===== config.mk =====
export PLATFORM = sky130hd
export DESIGN_NAME = drive_cmd_arbiter
export DESIGN_NICKNAME = d
export VERILOG_FILES = /design/src/rtl/drive_pkg.sv /design/src/rtl/cmd_offer_reg.sv /design/src/rtl/drive_cmd_arbiter.sv
export SDC_FILE = /design/constraint.sdc
export NUM_CORES = 1
export LEC_CHECK = 0
export CAP_MARGIN = 20
export CORE_MARGIN = 1
export CORE_UTILIZATION = 60
export DETAILED_ROUTE_END_ITERATION = 8
export HOLD_SLACK_MARGIN = 0.02
export PLACE_DENSITY_LB_ADDON = 0.1
export REMOVE_ABC_BUFFERS = 1
export SYNTH_ARGS = -nofsm -noshare
export SYNTH_HDL_FRONTEND = slang
export SYNTH_SLANG_ARGS = --single-unit

===== constraint.sdc =====
create_clock -name clk_50 -period 3.5 [get_ports clk_50]
set_input_delay 1.05 -clock clk_50 [delete_from_list [all_inputs] [get_ports clk_50]]
set_output_delay 1.05 -clock clk_50 [all_outputs]
set_load 0.01 [all_outputs]

===== src/rtl/drive_pkg.sv =====
// rtl/drive_pkg.sv - shared drive encodings: states, directions, IR codes
package drive_pkg;

  typedef enum logic [1:0] {
    ST_HALT   = 2'd0,
    ST_MANUAL = 2'd1,
    ST_TRACK  = 2'd2,
    ST_SEARCH = 2'd3
  } drive_state_e;

  typedef enum logic [2:0] {
    DIR_STOP  = 3'd0,
    DIR_FWD   = 3'd1,
    DIR_LEFT  = 3'd2,
    DIR_RIGHT = 3'd3,
    DIR_REV   = 3'd4,
    DIR_SPIN  = 3'd5
  } drive_dir_e;

  localparam logic [7:0] IR_FWD   = 8'h01;
  localparam logic [7:0] IR_LEFT  = 8'h02;
  localparam logic [7:0] IR_RIGHT = 8'h03;
  localparam logic [7:0] IR_REV   = 8'h04;
  localparam logic [7:0] IR_STOP  = 8'h05;
  localparam logic [7:0] IR_AUTO  = 8'h0A;

  // True for the four IR codes that steer the robot directly.
  function automatic logic is_dir_code(input logic [7:0] code);
    case (code)
      IR_FWD, IR_LEFT, IR_RIGHT, IR_REV: return 1'b1;
      default:                           return 1'b0;
    endcase
  endfunction

  function automatic logic [2:0] ir_to_dir(input logic [7:0] code);
    case (code)
      IR_FWD:   return DIR_FWD;
      IR_LEFT:  return DIR_LEFT;
      IR_RIGHT: return DIR_RIGHT;
      IR_REV:   return DIR_REV;
      default:  return DIR_STOP;
    endcase
  endfunction

  // Camera codes beyond SPIN are not meaningful steering requests; stop instead.
  function automatic logic [2:0] cam_to_dir(input logic [2:0] cam);
    return (cam > 3'd5) ? 3'(DIR_STOP) : cam;
  endfunction

endpackage


===== src/rtl/cmd_offer_reg.sv =====
// rtl/cmd_offer_reg.sv - valid/ready command offer register with stall coalescing
module cmd_offer_reg (
  input  logic       clk,
  input  logic       rst_n,
  input  logic [2:0] desired_dir,
  input  logic [1:0] desired_speed,
  input  logic       cmd_ready,
  output logic       cmd_valid,
  output logic [2:0] cmd_dir,
  output logic [1:0] cmd_speed
);

  logic [2:0] last_dir;
  logic [1:0] last_speed;
  logic       differs_offer;
  logic       differs_last;

  assign differs_offer = {desired_dir, desired_speed} != {cmd_dir, cmd_speed};
  assign differs_last  = {desired_dir, desired_speed} != {last_dir, last_speed};

  // Offered command is frozen while stalled; only the newest desired value is offered after acceptance.
  always_ff @(posedge clk or negedge rst_n) begin
    if (!rst_n) begin
      cmd_valid  <= 1'b0;
      cmd_dir    <= 3'd0;
      cmd_speed  <= 2'd0;
      last_dir   <= 3'd0;
      last_speed <= 2'd0;
    end else if (cmd_valid && cmd_ready) begin
      last_dir   <= cmd_dir;
      last_speed <= cmd_speed;
      if (differs_offer) begin
        cmd_valid <= 1'b1;
        cmd_dir   <= desired_dir;
        cmd_speed <= desired_speed;
      end else begin
        cmd_valid <= 1'b0;
      end
    end else if (!cmd_valid && differs_last) begin
      cmd_valid <= 1'b1;
      cmd_dir   <= desired_dir;
      cmd_speed <= desired_speed;
    end
  end

endmodule


===== src/rtl/drive_cmd_arbiter.sv =====
// rtl/drive_cmd_arbiter.sv - arbitrates IR, camera and search modes into motor commands
module drive_cmd_arbiter #(
  parameter int         MANUAL_HOLD  = 50_000_000,
  parameter int         LOST_TIMEOUT = 12_500_000,
  parameter logic [1:0] SEARCH_SPEED = 2'd1
) (
  input  logic       clk_50,
  input  logic       rst_n,
  input  logic       ir_valid,
  input  logic [7:0] ir_button,
  input  logic [2:0] cam_direction,
  input  logic       orange_detected,
  input  logic [1:0] speed,
  input  logic       cmd_ready,
  output logic       cmd_valid,
  output logic [2:0] cmd_dir,
  output logic [1:0] cmd_speed,
  output logic [1:0] state
);
  import drive_pkg::*;

  localparam int HOLD_W = $clog2(MANUAL_HOLD + 1);
  localparam int LOST_W = $clog2(LOST_TIMEOUT + 1);

  drive_state_e      cur_state;
  logic [2:0]        man_dir;
  logic [HOLD_W-1:0] hold_cnt;
  logic [LOST_W-1:0] lost_cnt;
  logic              ir_stop;
  logic              ir_dir;
  logic              ir_auto;
  logic [2:0]        des_dir;
  logic [1:0]        des_speed;

  // AUTO only means something when not already in an autonomous mode.
  assign ir_stop = ir_valid && (ir_button == IR_STOP);
  assign ir_dir  = ir_valid && is_dir_code(ir_button);
  assign ir_auto = ir_valid && (ir_button == IR_AUTO) &&
                   ((cur_state == ST_HALT) || (cur_state == ST_MANUAL));

  // Mode FSM: STOP beats other IR codes, IR beats camera; counters end their mode on reaching 0.
  always_ff @(posedge clk_50 or negedge rst_n) begin
    if (!rst_n) begin
      cur_state <= ST_HALT;
      man_dir   <= DIR_STOP;
      hold_cnt  <= '0;
      lost_cnt  <= '0;
    end else if (ir_stop) begin
      cur_state <= ST_HALT;
      hold_cnt  <= '0;
      lost_cnt  <= '0;
    end else if (ir_dir) begin
      cur_state <= ST_MANUAL;
      man_dir   <= ir_to_dir(ir_button);
      hold_cnt  <= HOLD_W'(MANUAL_HOLD);
    end else if (ir_auto) begin
      cur_state <= ST_SEARCH;
      hold_cnt  <= '0;
    end else begin
      case (cur_state)
        ST_MANUAL: begin
          if (hold_cnt <= HOLD_W'(1)) begin
            hold_cnt  <= '0;
            cur_state <= ST_SEARCH;
          end else begin
            hold_cnt <= hold_cnt - HOLD_W'(1);
          end
        end
        ST_SEARCH: begin
          if (orange_detected) begin
            cur_state <= ST_TRACK;
            lost_cnt  <= LOST_W'(LOST_TIMEOUT);
          end
        end
        ST_TRACK: begin
          if (orange_detected) begin
            lost_cnt <= LOST_W'(LOST_TIMEOUT);
          end else if (lost_cnt <= LOST_W'(1)) begin
            lost_cnt  <= '0;
            cur_state <= ST_SEARCH;
          end else begin
            lost_cnt <= lost_cnt - LOST_W'(1);
          end
        end
        default: ;
      endcase
    end
  end

  // Desired command follows the current mode; the offer register decides when to present it.
  always_comb begin
    des_dir   = DIR_STOP;
    des_speed = 2'd0;
    case (cur_state)
      ST_MANUAL: begin
        des_dir   = man_dir;
        des_speed = speed;
      end
      ST_TRACK: begin
        des_dir   = cam_to_dir(cam_direction);
        des_speed = speed;
      end
      ST_SEARCH: begin
        des_dir   = DIR_SPIN;
        des_speed = SEARCH_SPEED;
      end
      default: ;
    endcase
  end

  assign state = cur_state;

  cmd_offer_reg u_offer (
    .clk          (clk_50),
    .rst_n        (rst_n),
    .desired_dir  (des_dir),
    .desired_speed(des_speed),
    .cmd_ready    (cmd_ready),
    .cmd_valid    (cmd_valid),
    .cmd_dir      (cmd_dir),
    .cmd_speed    (cmd_speed)
  );

endmodule


# Word level (Yosys, flattened, before mapping)
# Cells that the tools add are included.
dict set report word_totals {
  word_cells 87
  ff_bits 66
}
dict set report op_classes {
  addsub 2
  muxes 34
  order_cmp 3
  eq_ne 19
  bitwise 1
  reduce_logical 19
}
# op n
set ops {}
lappend ops {{$mux W24} 6}
lappend ops {{$mux W26} 5}
lappend ops {{$pmux W24 S2} 1}
lappend ops {{$le A26 B1 Y1 const B} 1}
lappend ops {{$sub A26 B1 Y26 const B} 1}
lappend ops {{$le A24 B1 Y1 const B} 1}
lappend ops {{$sub A24 B1 Y24 const B} 1}
lappend ops {{$mux W2} 10}
lappend ops {{$eq A8 B2 Y1 const B} 2}
lappend ops {{$eq A8 B3 Y1 const B} 2}
lappend ops {{$ne A5 B5 Y1 const B} 3}
lappend ops {{$mux W3} 4}
lappend ops {{$pmux W3 S4} 1}
lappend ops {{$ne A5 B5 Y1} 2}
lappend ops {{$pmux W3 S3} 1}
lappend ops {{$eq A8 B1 Y1 const B} 1}
lappend ops {{$eq A8 B4 Y1 const B} 1}
lappend ops {{$logic_and A1 B1 Y1} 6}
lappend ops {{$pmux W2 S3} 1}
lappend ops {{$reduce_bool A6 Y1} 1}
lappend ops {{$ne A5 B4 Y1 const B} 1}
lappend ops {{$reduce_and A5 Y1} 1}
lappend ops {{$eq A2 B2 Y1 const B} 2}
lappend ops {{$mux W1} 4}
lappend ops {{17 further kinds} 19}

# Logic depth before layout (Yosys ltp)
# Gate-level depths: netlist of run 1.
dict set report depth {
  word_depth 7
  depth_mapped 10
  depth_no_buf 8
}

# By module
# A second synthesis of run 1 with hierarchy kept.
dict set report unflattened {
  cells_unflattened 468
  hier_area_um2 4096.4
}
# mod instances cells_per_inst area_each_um2 seq_area_each_um2
set modules_own_cells {}
lappend modules_own_cells {drive_cmd_arbiter 1 428 3558.4 1376.3}
lappend modules_own_cells {cmd_offer_reg 1 40 538.0 275.3}

# Least setup slack after synthesis of run 1
# OpenSTA, ideal clock, no wires.
dict set report synth_path {
  path_type {input-to-reg}
  from {input ir_button[5]}
  to {register cur_state[0], in the netlist state[0]}
  stages 6
  arrival_time_ns 2.955
  path_slack_ns 0.418
  t_required_ns 3.372
  cell_sequence {or4_4 buf_2 or4_1 a32oi_1 o21ai_1 mux2_1}
}
dict set report synth_between {
  elab_chain_cells 6
}
# element line
set synth_lines {}
lappend synth_lines {{start: declaration} drive_cmd_arbiter.sv:10} ;# input logic [7:0] ir_button,
lappend synth_lines {{$eq A8 B3 Y1 (tied with other cells)} drive_pkg.sv:29} ;# case (code)
lappend synth_lines {{$reduce_or A4 Y1 or $logic_and A1 B1 Y1 (tied branches)} {drive_pkg.sv:29, drive_cmd_arbiter.sv:38}}
lappend synth_lines {{$mux W1 or $logic_and A1 B1 Y1 (tied branches)} {drive_pkg.sv:29, drive_cmd_arbiter.sv:38}}
lappend synth_lines {{$logic_and A1 B1 Y1 or $mux W2 (tied branches)} {drive_cmd_arbiter.sv:37, drive_cmd_arbiter.sv:56}}
lappend synth_lines {{$ne A5 B5 Y1 (no line) (tied with other cells)} -}
lappend synth_lines {{$reduce_and A5 Y1 (no line) or $mux W2 (tied branches)} -}
lappend synth_lines {{end signal: assignment} drive_cmd_arbiter.sv:44} ;# cur_state <= ST_HALT;
lappend synth_lines {{end signal: assignment} drive_cmd_arbiter.sv:49} ;# cur_state <= ST_HALT;
lappend synth_lines {{end signal: assignment} drive_cmd_arbiter.sv:53} ;# cur_state <= ST_MANUAL;
lappend synth_lines {{end: declaration} drive_cmd_arbiter.sv:25} ;# drive_state_e cur_state;
# Parallel ways exist; a longest one is shown, timed or not.
# A chain may end at the register's enable or synchronous reset.

# Worst setup path after layout of run 1
# Same ends and word-level chain as after synthesis.

==> impl_metrics.yaml, run 1 <==
outcome:
  outcome: "finished, final reports clean"
sta:
  max_slew_margin_pct: 43.1
  setup_viol: 0
  hold_viol: 0
  rsz0062_at_grt: "no"
  setup_ws_ns: 0.358
  finClkSkew_ns: 0.00797
  layout_min_cycle_time_ns: 3.14
  worstMarginPinSlew_ns: 0.854
  whs_ns: 0.479
  period_share_pct: 89.8
  finalSetupTns_ns: 0
  finalMaxSlewViolations: 0
  fmax_mhz: 318
die:
  die_area_um2: 7230
  die_height_um: 85.0
  core_um2: 6490
  initial_utilization_pct: 63.7
  die_w_um: 85.0
  num_rows: 29
  pin_count: 26
power:
  finalPower_w: 0.00330
  ir_drop_uv: 367
  power_density_nw_per_um2: 695
  p_leak_nw: 1.97
setup_path:
  crit_path_cell_trace: "clkdlybuf4s50_1 > or4_4 > or4_1 > a32oi_1 > o21ai_1 > mux2_1"
  critPathKind: "in2reg"
  rr_worst_depth: 8
  critPathMaxStageDelay_ns: 0.61
  critical_path.slowest_cell: "or4_4"
  crit_fanout: 11
  r2r_end: "u_offer.cmd_speed[0]"
  critPathLaunchType: "primary input"
  r2r_start: "state[0]"
  critPathRequiredTime_ns: 3.73
  r2r_slack_ns: 0.83
  arrival_ns: 3.37
  endpoint_kind: "flop"
synth:
  async_reset_ff_share_pct: 100
  ys_types: 60
  ys_warn_count: 0
  synth-edff-count: 0
  synth_top_area_share_pct: 39.9
  synthesis.area_um2: 4140
  synth_area_leaders: "dfrtp_1, o21ai_0, a22o_1, nor2_1, nand2_1"
  synth_area_leader_cell: "dfrtp_1"
  seq_area_frac_synth_pct: 39.9
  synthCells: 466
  ys.flop_type: "dfrtp_1"
  synth-seq-cells: 66
  synth.avg_cell_area_um2: 8.88
clock_network:
  cts_tree: "done"
  root_buffer: "clkbuf_8"
  clock-sinks: 66
  post_cts_buffers: 0
  cts_resized: 0
  clkTransAtPathRegs_ns: 0.07
  cts_buffer_depth: 2
  clkLatencyLatePin_ns: 0.35
  htreeDepth: 3
  ctsHoldBuffers: 0
  cts_made_buffers: 9
placed_design:
  dp.cells: 569
  dp_hpwl_mm: 6.97
  dpl_worst_slack_ns: 0.0142
  io_buffer_count: 25
  gp_congestion: 0.880
min_path:
  min_to: "hold_cnt[5]"
  holdCritStartpoint: "hold_cnt[5]"
  min_path_type: "reg2reg"
  min_path_cells: 1
global_route:
  grt_first_pass_wirelength_mm: 17.2
  grt_overflow: 0
  antenna_found_initial: 0
  grt_max_degree: 67
  grt_pass1_vias: 3583
  grt_use_total_pct: 30.0
layout:
  nets: 530
  syn2layout_area_growth_pct: 14.9
  num_antenna_cells: 0
  drive_gt1_share_pct: 12.0
  final_cells: 584
routing:
  vias: 3869
  drc: 0
  antenna_left: 0
  first_pass_iters: 5
  drt_iter0_drc: 286
  wire_per_inst_um: 17.3
  viasPerCell: 6.63
  routed_wl_mm: 10.1
run:
  drv_cap: 0
==> metal layers <==
| layer | part of all wire, % | global-route usage [%] | vias to the layer above |
|---|---|---|---|
| met2 | 46 | 47.2 | 143 |
| met1 | 46 | 42.9 | 1875 |
| met4 | 0.86 | 8.01 | 0 |
| met3 | 6.8 | 5.54 | 10 |
| met5 | 0 | 0 | - |
| li1 | - | - | 1841 |
==> critical path, delay by kind of cell <==
kind,cells,cell delay (ns)
simple gates,2,1.21
buf+inv,1,0.40
compound gates,2,0.38
mux,1,0.33
==> final cells by class <==
cell class                 count  area [um2]
sequential                    66        1650
timing repair buffer          48         418
clock inverter                 1        7.51
clock buffer                  14         183
tap                           77        96.3
inverter                      11        41.3
multi-input combinational    367        2350
fill                         508        1740
==> cell usage in the layout, fill, tap and decap left out, types with 7 or more instances in the layout <==
cell	synthesis	routed
or4_1	8	8
ha_1	9	9
o41ai_1	12	12
buf_4	0	23
nor4_1	8	8
a22o_1	25	25
nor3_1	20	20
clkdlybuf4s50_1	0	24
nand3_1	8	8
nand2b_1	10	10
xnor2_1	7	7
clkbuf_8	0	13
a21oi_1	11	11
inv_1	11	11
nand2_1	40	40
or3_1	10	10
o21ai_0	60	60
dfrtp_1	66	66
nor3b_1	8	8
o31ai_1	13	13
nor2_1	43	43
==> per-stage QoR <==
stage | instance area, um2 | util (%)
2_1_floorplan | 4050 | -
3_3_place_gp | 4560 | 70.2
3_5_place_dp | 4560 | 70.2
4_1_cts | 4750 | 73.2
5_1_grt | 4750 | 73.2
6_report | 4750 | 73.2
==> cell families (layout without fill, tap and decap cells) <==
logic type	count (synthesis)	in the layout	synth area share (%)
and+or+nand+nor	191	191	25.5
AOI/OAI and AO/OA	149	149	24.5
DFF	66	66	39.9
buffers and inverters	33	74	3.15
xor gates and xnor gates	10	10	2.12
adders and majority gates	9	9	2.72
muxes	8	8	2.15
==> state kept, by name, indices dropped and copies added (netlist names) <==
| name | cells |
|---|---|
| u_offer.cmd_speed | 2 |
| man_dir | 3 |
| u_offer.cmd_dir | 3 |
| state | 2 |
| lost_cnt | 24 |
| u_offer.last_dir | 3 |
| u_offer.last_speed | 2 |
| hold_cnt | 26 |
| u_offer.cmd_valid | 1 |
==> cells in the mapped netlist, drive strengths merged, types with 6 or more instances <==
library cell,count
or2,7
a21oi,11
o41ai,12
clkbuf,16
or4,11
nand3,9
nor3b,8
inv,11
or3,11
ha,9
nor2,43
nor3,20
nand2,40
nor4,9
a22o,25
dfrtp,66
nand2b,10
o21ai,62
mux2,7
xnor2,7
buf,6
o31ai,13
==> how the worst max path moves through the flow <==
stage,start,to,cells after the start
after CTS,ir_button[5],state[0],6
after global routing,ir_button[5],lost_cnt[20],7
final,ir_button[5],state[0],6
after detailed placement,ir_button[5],state[0],6
after global placement,ir_button[5],hold_cnt[25],6
after floorplan,ir_button[5],hold_cnt[25],5
==> power breakdown <==
group | leakage (nW) | switching, W | internal [W]
clock network | 0.0948 | 0.000299 | 0.000332
logic | 1.05 | 0.000825 | 0.000669
registers | 0.832 | 0.000210 | 0.000966
Note: power is estimated with default switching activity, not from simulation.
==> inputs of run 2 (changes only) <==
Settings changed: CORE_MARGIN 1 to 3.
Clock period 3.5 ns to 3.2 ns, I/O delays scaled along.
==> impl_metrics.yaml, run 2 (synthesis gave the netlist of run 1 again) <==
outcome:
  outcome: "finished, final reports clean"
layout:
  nets: 540
  syn2layout_area_growth_pct: 19.0
  drive_gt1_share_pct: 14.1
  post-route-util_pct: 75.4
  largest_reg_flops: 26
  layout_commonest_cell: "dfrtp_1"
  num_antenna_cells: 0
  reg.largest.list: "hold_cnt x26, lost_cnt x24"
  final_area_um2: 4920
  final_cell_mix: "dfrtp_1, o21ai_0, nor2_1, nand2_1, buf_4"
  largest_register: "hold_cnt"
sta:
  finalMaxSlewViolations: 0
  layout_min_cycle_time_ns: 3.10
  setup_viol: 0
  finClkSkew_ns: 0.0123
  worstMarginPinSlew_ns: 0.665
  rsz0062_at_grt: "no"
  fmax_mhz: 323
  hold_viol: 0
  max_slew_margin_pct: 55.7
  period_share_pct: 96.8
power:
  finalPower_w: 0.00388
  power_density_nw_per_um2: 788
  p_leak_nw: 2.05
  ir_drop_uv: 466
routing:
  first_pass_iters: 5
  top_layer: "met4"
  wl_met2_mm: 5.03
  drt_iter0_drc: 326
  routed_wl_mm: 10.8
  antenna_left: 0
  routed-wl-met3_um: 756
  drc: 0
  viasPerCell: 6.64
  wire_per_inst_um: 18.1
  vias: 3950
  wl_met1_mm: 4.82
die:
  pin_count: 26
  die_w_um: 89.0
  die_height_um: 89.0
  die_area_um2: 7930
  core_um2: 6530
  initial_utilization_pct: 63.3
  num_rows: 29
clock_network:
  cts_made_buffers: 9
  cts_tree: "done"
  clkLatencyLatePin_ns: 0.36
  root_buffer: "clkbuf_8"
  cts_buffer_depth: 2
  cts_resized: 0
  ctsHoldBuffers: 0
  clock-sinks: 66
  post_cts_buffers: 0
  clkTransAtPathRegs_ns: 0.07
  htreeDepth: 3
setup_path:
  endpoint_kind: "flop"
  critPathKind: "in2reg"
  critPathLaunchType: "primary input"
  crit_fanout: 10
  arrival_ns: 3.33
  critPathRequiredTime_ns: 3.43
placed_design:
  gp_congestion: 0.924
  dp_hpwl_mm: 7.57
  placed_area_um2: 4670
  io_buffer_count: 25
run:
  drv_cap: 0
global_route:
  grt_overflow: 0
  grt_use_total_pct: 29.1
  antenna_found_initial: 0
  grt_pass1_vias: 3741
  grt_max_degree: 41
  grt_first_pass_wirelength_mm: 18.0
min_path:
  min_path_type: "reg2reg"
[run 2: cell count changes in the layout (fill, tap and decap cells not counted), sizes merged]
cell / delta
buf: +10
clkbuf: -3
clkinv: +1
bufinv: +3
[run 2: final timing paths]
check,from,endpoint,slack [ns],depth (start not counted)
setup reg to reg,state[0],u_offer.cmd_speed[0],0.52,8
setup / recovery,ir_button[5],state[0],0.10,6
hold / removal,hold_cnt[5],hold_cnt[5],0.48,1
min in group asynchronous,rst_n,man_dir[2],0.63,1
hold reg to reg,hold_cnt[5],hold_cnt[5],0.48,1
max in group asynchronous,rst_n,hold_cnt[18],1.92,2
[run 2: per-layer routing]
metal | GRT usage [%] | vias up
met5 | 0 | -
met4 | 10.3 | 0
met3 | 5.90 | 21
met2 | 46.2 | 171
met1 | 39.7 | 1911
li1 | - | 1847
[run 2: power breakdown]
| group | switching, W | leakage [nW] | total (W) | internal (W) |
|---|---|---|---|---|
| clock network | 0.000336 | 0.114 | 0.000853 | 0.000517 |
| logic | 0.000936 | 1.11 | 0.00174 | 0.000801 |
| registers | 0.000233 | 0.832 | 0.00129 | 0.00106 |
| total | 0.00151 | 2.05 | 0.00388 | 0.00237 |
[run 2: cell type report]
| class | count | area [um2] |
|---|---|---|
| Sequential cell | 66 | 1650 |
| Clock buffer | 11 | 131 |
| Inverter | 11 | 41.3 |
| Tap cell | 77 | 96.3 |
| Timing Repair Buffer | 58 | 531 |
| Clock inverter | 5 | 103 |
| Multi-Input combinational cell | 367 | 2370 |
| Fill cell | 473 | 1610 |
[run 2: through the flow]
stage,setup slack (ns),instances,TNS [ns],hold slack (ns)
final,0.102,595,0,0.484
after detailed placement,-0.218,579,-6.25,0.474
after global routing,0.000240,595,0,0.506
after floorplan,0.0181,444,0,0.439
after global placement,-0.191,579,-4.57,0.466
after CTS,0.118,595,0,0.489
[run 2: worst max-delay path: stages]
cell	delay, ns
clkdlybuf4s50_1	0.40
or4_4	0.61
or4_1	0.63
a32oi_2	0.29
o21ai_1	0.11
mux2_1	0.33
==> inputs of run 3 (changes only) <==
Settings changed: SLEW_MARGIN set to 20.
==> results of run 3 <==
Same layout as run 2: the final DEF is identical, and so are final timing and power.
==> variant: new RTL, flow settings as in run 3 <==
Change the parameter `MANUAL_HOLD` from 50_000_000 to 100_000_000.
--- a/src/rtl/drive_cmd_arbiter.sv
+++ b/src/rtl/drive_cmd_arbiter.sv
@@ -1,6 +1,6 @@
 // rtl/drive_cmd_arbiter.sv - arbitrates IR, camera and search modes into motor commands
 module drive_cmd_arbiter #(
-  parameter int         MANUAL_HOLD  = 50_000_000,
+  parameter int         MANUAL_HOLD  = 100_000_000,
   parameter int         LOST_TIMEOUT = 12_500_000,
   parameter logic [1:0] SEARCH_SPEED = 2'd1
 ) (
Formal check against the unedited RTL: no difference found for any inputs over 4 cycles, from zero or initial values and one cycle with rst_n low; that may be too few to reach the edited logic, so the function may still have changed.
==> variant against run 3 <==
  * Power rose by 12%
  * Critical path type unchanged
  * Via count fell by 4.7%
  * Setup slack improved by 11 ps
  * Critical path depth rose by 2
  * Synthesized area fell by 2.3%
  * Combinational power rose by 22%
  * Cell count rose by 0.17%
  * Register-to-register slack got worse by 170 ps
  * Sequential cell count rose by 1
  * Routed wire length fell by 8.0%
  * Die area fell by 2.1%
  * Global-route usage fell by 1.7 points
  * Design area fell by 2.1%
==> variant: results (changes against run 3) <==
- RePlAce Congestion: 0.857 (-7.2%)
- Async S/R FF share, synth: 100% (unchanged)
- Final non-filler cell total: 596 (+0.17%)
- Xor and xnor area share after synthesis: 3.90% (+1.8 points)
- Compound-gate portion of the synthesized area: 22.4% (-2.1 points)
- Hold Crit Start: hold_cnt[25]$_DFFE_PN0P_
- Library cells used by synthesis: 64 (+6.7%)
- Post-DP HPWL: 7080 um (-6.4%)
- GRT Total Usage: 27.4% (-1.7 points)
- TritonCTS buffer count: 9 (unchanged)
- GR Layer Usage met2: 46.3% (+0.080 points)
- Number of global-route vias before repair: 3,659 (-2.2%)
- Placed instance count: 580 (+0.17%)
- Filler cell count: 474 (+0.21%)
- Met1 global-route usage: 34.3% (-5.4 points)
- Mux contribution to synthesized area: 3.25% (+1.1 points)
- First-pass iteration count of the detailed router: 6 (+1)
- Reg2reg start: state[1]$_DFFE_PN0P_
- Status: finished clean
- Switching Fraction: 42.6% (+3.8 points)
- P_comb: 0.00212 W (+22%)
- Register area share after synthesis: 41.5% (+1.6 points)
- Largest net degree at the start of global routing: 41 (unchanged)
- Wire length on met3: 550 um (-27%)
- Critical path endpoint: u_offer.cmd_speed[0]$_DFFE_PN0P_
- Share of cells above drive strength 1: 14.5% (+0.36 points)
- Lkg Pwr: 2.08 nW (+1.2%)
- Worst Hold Path EP: hold_cnt[25]$_DFFE_PN0P_
- Fmax: 324 MHz (+0.34%)
- Adder-Cell Fraction of Synth Area: 2.79% (+0.064 points)
- Met2 Wirelength: 4910 um (-2.3%)
- Most flop-heavy register: hold_cnt
- Routed len/inst: 16.7 um (-8.2%)
- DR iter-0 viols: 203 (-38%)
- Clock Path Buffers: 2 (unchanged)
- Maximum VDD drop: 0.519 mV (+11%)
- Met3 global-route usage: 5.74% (-0.16 points)
- Syn Inst Count: 457 (-1.9%)
- First-pass GRT wire length: 16,800 um (-6.5%)
- Worst R2R Path Depth: 9 (+1)
- Area contributors post-synth: dfrtp_1 41%, o21ai_0 6.6%, nand2_1 3.9%
- Synth top cells by count: 67 x dfrtp_1, 53 x o21ai_0, 42 x nand2_1, 41 x nor2_1, 29 x a21oi_1
- Total number of vias: 3,764 (-4.7%)
- Pwr/cell area: 903 nW/um2 (+15%)
- Met1 WL: 4250 um (-12%)
- Layout Nets: 541 (+0.19%)
- Setup WS pre-CTS: -225 ps (-7.50 ps)
- Yosys warning count: 0 (unchanged)
- Clk_lat worst skew: 350 ps
- Worst setup path start: cam_direction[1]
- P_clk: 0.000717 W (-16%)
- Biggest regs: hold_cnt (27), lost_cnt (24)
- Max-slew violations: 0 (unchanged)
- Worst slew margin: 48.9% (-6.7 points)
- Register-to-register setup slack: 350 ps (-170 ps)
- CP Max Fanout: 3 (-7)
- Data arrival, critical path: 3310 ps (-20 ps)
- Min Hold Slack: 496 ps (+11.9 ps)
- Setup Skew: 12.4 ps (+0.131 ps)
## variant: critical path: stages
cell,delay (ps)
clkdlybuf4s50_1,550
nor2b_4,60
a221oi_4,250
xnor2_1,90
or4b_1,520
a311oi_2,340
or3b_2,210
mux2_1,330
## variant: metrics by stage
stage               setup TNS, ps  cell area, um2
floorplan                   -48.1            3960
global placement             -409            4620
detailed placement          -2020            4620
CTS                             0            4820
global route                    0            4820
finish                          0            4820
## variant: area by class of cell
| class | count | area, um2 | share of cell area [%] |
|---|---|---|---|
| Timing Repair Buffer | 64 | 563 | 11.7 |
| Sequential cell | 67 | 1680 | 34.8 |
| Clock inverter | 6 | 65.1 | 1.35 |
| Multi-Input combinational cell | 356 | 2220 | 46.1 |
| Inverter | 16 | 60.1 | 1.25 |
| Tap cell | 77 | 96.3 | 2.00 |
| Clock buffer | 10 | 138 | 2.85 |
